$ cat src/rtl/gps_iq_sched.sv
// Correlator dump scheduler: serves one channel at a time, shifting its I/Q accumulators
// out MSB first and presenting each assembled word on a valid/ready handshake.
module gps_iq_sched #(
    parameter int NCHAN      = 12,
    parameter int INTEG_BITS = 18,
    parameter int NWORDS     = 6,
    localparam int CW = (NCHAN > 1) ? $clog2(NCHAN) : 1,
    localparam int IW = (NWORDS > 1) ? $clog2(NWORDS) : 1
) (
    input  logic                  clk,
    input  logic                  rst_n,
    input  logic [NCHAN-1:0]      ms0,
    input  logic [NCHAN-1:0]      sout,
    output logic [NCHAN-1:0]      shift,
    input  logic                  sched_en,
    output logic [INTEG_BITS-1:0] iq_data,
    output logic [CW-1:0]         iq_chan,
    output logic [IW-1:0]         iq_idx,
    output logic                  iq_last,
    output logic                  iq_valid,
    input  logic                  iq_ready,
    output logic [NCHAN-1:0]      ovr,
    input  logic [NCHAN-1:0]      ovr_clr
);
    localparam int BW = (INTEG_BITS > 1) ? $clog2(INTEG_BITS) : 1;
    localparam logic [BW-1:0] LAST_BIT  = BW'(INTEG_BITS - 1);
    localparam logic [IW-1:0] LAST_IDX  = IW'(NWORDS - 1);
    localparam logic [CW-1:0] LAST_CHAN = CW'(NCHAN - 1);

    typedef enum logic [1:0] {IDLE, SHIFT, PUSH} state_t;

    state_t           state;
    logic [NCHAN-1:0] ms0_d1, ms0_d2;
    logic [NCHAN-1:0] pending;
    logic [CW-1:0]    last_gnt;
    logic [BW-1:0]    bit_cnt;

    logic [NCHAN-1:0] req, busy_oh, chan_oh, pick_oh;
    logic [NCHAN-1:0] pending_nxt, ovr_nxt;
    logic [CW-1:0]    pick;
    logic             found, grant_now;
    int               cand;

    // NOTE: every variable gets a default at the top so no path leaves it unassigned (no latch).
    always_comb begin
        req     = pending | ms0_d2;
        busy_oh = '0;
        chan_oh = '0;
        pick_oh = '0;
        pick    = '0;
        found   = 1'b0;
        cand    = 0;
        chan_oh[iq_chan] = 1'b1;
        if (state != IDLE) busy_oh[iq_chan] = 1'b1;

        // Round-robin search starting one past the channel granted last.
        for (int k = 0; k < NCHAN; k++) begin
            cand = int'(last_gnt) + 1 + k;
            if (cand >= NCHAN) cand = cand - NCHAN;
            if (!found && req[cand]) begin
                pick  = CW'(cand);
                found = 1'b1;
            end
        end

        grant_now = (state == IDLE) && sched_en && found;
        if (grant_now) pick_oh[pick] = 1'b1;

        // A pulse landing on an already-pending granted channel leaves one dump still owed.
        pending_nxt = ((pending | ms0_d2) & ~pick_oh) | (pending & ms0_d2 & pick_oh);
        ovr_nxt     = (ovr & ~ovr_clr) | (ms0_d2 & (pending | busy_oh));
    end

    // NOTE: sequential state uses non-blocking assignments so every register samples pre-edge values.
    always_ff @(posedge clk or negedge rst_n) begin
        if (!rst_n) begin
            state    <= IDLE;
            ms0_d1   <= '0;
            ms0_d2   <= '0;
            pending  <= '0;
            ovr      <= '0;
            last_gnt <= LAST_CHAN;
            bit_cnt  <= '0;
            shift    <= '0;
            iq_data  <= '0;
            iq_chan  <= '0;
            iq_idx   <= '0;
            iq_last  <= 1'b0;
            iq_valid <= 1'b0;
        end else begin
            ms0_d1  <= ms0;
            ms0_d2  <= ms0_d1;
            pending <= pending_nxt;
            ovr     <= ovr_nxt;

            case (state)
                IDLE: begin
                    if (grant_now) begin
                        iq_chan  <= pick;
                        last_gnt <= pick;
                        iq_idx   <= '0;
                        bit_cnt  <= '0;
                        iq_data  <= '0;
                        shift    <= pick_oh;
                        state    <= SHIFT;
                    end
                end

                SHIFT: begin
                    iq_data <= {iq_data[INTEG_BITS-2:0], sout[iq_chan]};
                    if (bit_cnt == LAST_BIT) begin
                        shift    <= '0;
                        iq_valid <= 1'b1;
                        iq_last  <= (iq_idx == LAST_IDX);
                        state    <= PUSH;
                    end else begin
                        bit_cnt <= bit_cnt + 1'b1;
                    end
                end

                PUSH: begin
                    if (iq_ready) begin
                        iq_valid <= 1'b0;
                        iq_last  <= 1'b0;
                        if (iq_last) begin
                            state <= IDLE;
                        end else begin
                            iq_idx  <= iq_idx + 1'b1;
                            bit_cnt <= '0;
                            shift   <= chan_oh;
                            state   <= SHIFT;
                        end
                    end
                end

                default: state <= IDLE;
            endcase
        end
    end

endmodule

$ cat config.mk
export PLATFORM = sky130hd
export DESIGN_NAME = gps_iq_sched
export DESIGN_NICKNAME = d
export VERILOG_FILES = /design/src/rtl/gps_iq_sched.sv
export SDC_FILE = /design/constraint.sdc
export NUM_CORES = 1
export LEC_CHECK = 0
export BUFFER_PORTS_ARGS = -buffer_cell sky130_fd_sc_hd__buf_4
export CAP_MARGIN = 0
export CORE_ASPECT_RATIO = 0.8
export CORE_MARGIN = 8
export CORE_UTILIZATION = 33
export DETAILED_ROUTE_END_ITERATION = 7
export HOLD_SLACK_MARGIN = 0.1
export MAX_ROUTING_LAYER = met4
export PLACE_DENSITY_LB_ADDON = 0.08
export SYNTH_ARGS = -nofsm -noshare
export SYNTH_HDL_FRONTEND = slang
export SYNTH_SLANG_ARGS = --single-unit
$ cat constraint.sdc
create_clock -name clk -period 13.15 [get_ports clk]
set_input_delay 0 -clock clk [delete_from_list [all_inputs] [get_ports clk]]
set_output_delay 0 -clock clk [all_outputs]
set_load 0.05 [all_outputs]
==> results_dict.tcl <==
set metrics [dict create \
    tightestPinTransition_ns 0.9919 \
    ys_seq_area_share_pct 32.43 \
    drc_errors 0 \
    synth_ff_type "dfrtp_1" \
    cts_resized 0 \
    ys_warn_count 0 \
    totalWireLength_mm 25.12 \
    synth-edff-count 0 \
    ant_nets 0 \
    synthArstFlopShare_pct 100.0 \
    rr_endpoint "iq_data[13]" \
    end_kind "flop" \
    gp_congestion 0.8689 \
    worst-path-buf-inv 3 \
    fillers 2262 \
    die_w_um 184.5 \
    clock_sinks 97 \
    critPathKind "reg2reg" \
    core-area_um2 22380 \
    row_count 49 \
    max_stage_delay_ns 0.74 \
    pin_count 91 \
    fin_skew_ns 0.01221 \
    clock_latency_ns 0.34 \
    fp.dieH_um 150.8 \
    post-route-util_pct 39.92 \
    rsz0062_at_grt "false" \
    drive_gt1_share_pct 19.07 \
    fin_crit_ns 7.075 \
    hold_depth 4 \
    final_common_cell "buf_4" \
    dp_hpwl_mm 19.05 \
    clkSlewWorstSetupHoldPaths_ns 0.08 \
    htreeDepth 3 \
    cp_max_fo 48 \
    cts_setup_buffers 0 \
    drtIter0Drc 680 \
    worstReg2RegStart "last_gnt[0]" \
    hold_buffers 27 \
    final_cell_mix "buf_4 (96), dfrtp_1 (94), nor2_1 (67), a21oi_1 (63), nand2_1 (62)" \
    grt_overflow 0 \
    rrSetupSlack_ns 6.08 \
    crit_required_ns 13.43 \
    syn_avg_cell_area_um2 8.726 \
    cp.depth 16 \
    slew_headroom_pct 33.43 \
    outcome "finished clean" \
    grt_max_degree 76 \
    final_max_slew_viol_count 0 \
    cts_max_path_buffers 2 \
    cts_root_buf "clkbuf_16" \
    grt_pass1_wl_mm 39.51 \
    ff_latch_area_um2 2431 \
    wl_per_cell_um 20.02 \
    synth.distinct_cells 85 \
    nets 1009 \
    ys_ff_latch 97 \
    final_area_um2 8934 \
    dr.pass1.iters 5 \
    cpLargestDelayFamily "compound AO/OA/AOI/OAI gates" \
    setup_violations 0 \
    finalCritPeriodShare_pct 53.80 \
    antenna_found_initial 0 \
    crit_path_start_kind "flop" \
    worstPathCellList "buf_4 -> ha_1 -> xor2_4 -> inv_2 -> ha_1 -> nor2b_1 -> o21a_1 -> a221oi_1 -> mux2_2 -> mux2i_1 -> nand3_1 -> or2_2 -> o311ai_4 -> inv_2 -> a21oi_2 -> a22o_1" \
    vias_per_cell 5.620 \
    grt_usage_pct 18.50 \
    initial_core_util_pct 33.50 \
    synth_area_um2 7496 \
    num_vias 7053 \
    cts_tree "yes" \
    cts_inserted_buffers 9 \
    hold_violations 0 \
    hp-class "in2reg" \
    grt_pass1_vias 6706 \
    syn_inst 859 \
    maxCapViolations 0 \
    synth_fp_nets 924 \
    dieArea_um2 27820 \
    crit_path_top_delay_cell "a221oi_1" \
    clock.fmax_mhz 141.3 \
    finalSetupTns_ns 0 \
    multi_input_area_um2 4621 \
    antennaDiodeCount 0 \
    syn2layout_area_growth_pct 19.18 \
    hold_start "sched_en" \
    hold_path_end "iq_chan[3]" \
    portBuffers 90 \
    critical_path_arrival_ns 7.36 \
    post_dp_cell_area_um2 8354 \
    worstRegToRegCells 16 \
]
==> logic make-up after synthesis <==
family | synth area share [%]
adders and majority gates | 5.558
xor gates and xnor gates | 1.402
DFF | 32.43
buffers and inverters | 5.925
and+or+nand+nor | 23.13
AOI/OAI and AO/OA | 24.30
muxes | 7.244
==> per-stage QoR <==
| stage | worst slack [ns] | cells | hold slack [ns] |
|---|---|---|---|
| 2_1_floorplan | 7.236 | 859 | -0.2956 |
| 3_3_place_gp | 6.107 | 1212 | -0.09247 |
| 3_5_place_dp | 6.111 | 1212 | -0.09523 |
| 4_1_cts | 6.065 | 1255 | 0.1250 |
| 5_1_grt | 5.526 | 1255 | 0.1364 |
| 6_report | 6.075 | 1255 | 0.1368 |
==> cell usage after synthesis, drive strengths merged, types with 11 or more instances <==
cell	count	area share, %
or2	18	1.5
mux2i	19	2.5
mux4	12	3.6
nand2b	17	1.4
or3	16	1.6
ha	25	4.2
nor2	68	3.5
o22ai	11	0.92
buf	29	2.3
dfrtp	94	31
nand3	26	1.7
nor3	26	1.8
a22o	21	2.5
clkbuf	20	1.0
a21oi	65	4.4
o21ai	47	3.1
inv	53	2.7
nor4	13	1.3
nand2	62	3.1
==> worst min-delay path, cell delays in order <==
cell      delay (ns)
buf_4           0.13
o311ai_4        0.18
nand2_1         0.07
nand2_1         0.06
==> registers in the layout, indices dropped and copies added (netlist names) <==
signal and flops:
iq_data 18, state 2, ovr 12, iq_idx 3
bit_cnt 5, pending 12, iq_valid 1, iq_chan 4
last_gnt 3, ms0_d2 12, iq_last 1, shift 12
ms0_d1 12
==> layout make-up <==
cell class / instances / share of cell area [%]
inverter: 53 / 2.227
tap: 306 / 4.286
clock inverter: 7 / 0.9384
clock buffer: 9 / 2.521
multi-input combinational: 660 / 51.72
timing repair buffer: 123 / 11.09
sequential: 97 / 27.21
==> layer usage <==
| layer | up-vias | global-route usage (%) | wire length [um] |
|---|---|---|---|
| met2 | 222 | 24.67 | 10120 |
| met1 | 3419 | 28.25 | 13080 |
| met4 | 0 | 3.663 | 341 |
| met3 | 25 | 3.404 | 1581 |
| li1 | 3387 | - | - |
| met5 | - | - | 0 |
==> how the worst max path moves through the flow <==
| stage | start | end | slack (ns) |
|---|---|---|---|
| floorplan | last_gnt[1] | pending[8] | 7.24 |
| global placement | last_gnt[0] | pending[8] | 6.11 |
| detailed placement | last_gnt[1] | iq_data[6] | 6.11 |
| CTS | last_gnt[1] | iq_data[13] | 6.06 |
| global route | last_gnt[0] | iq_data[6] | 5.53 |
| finish | last_gnt[0] | iq_data[13] | 6.08 |
Power is not shown: default switching activity piles up to over one toggle a cycle in this logic, so the estimate is an artifact.
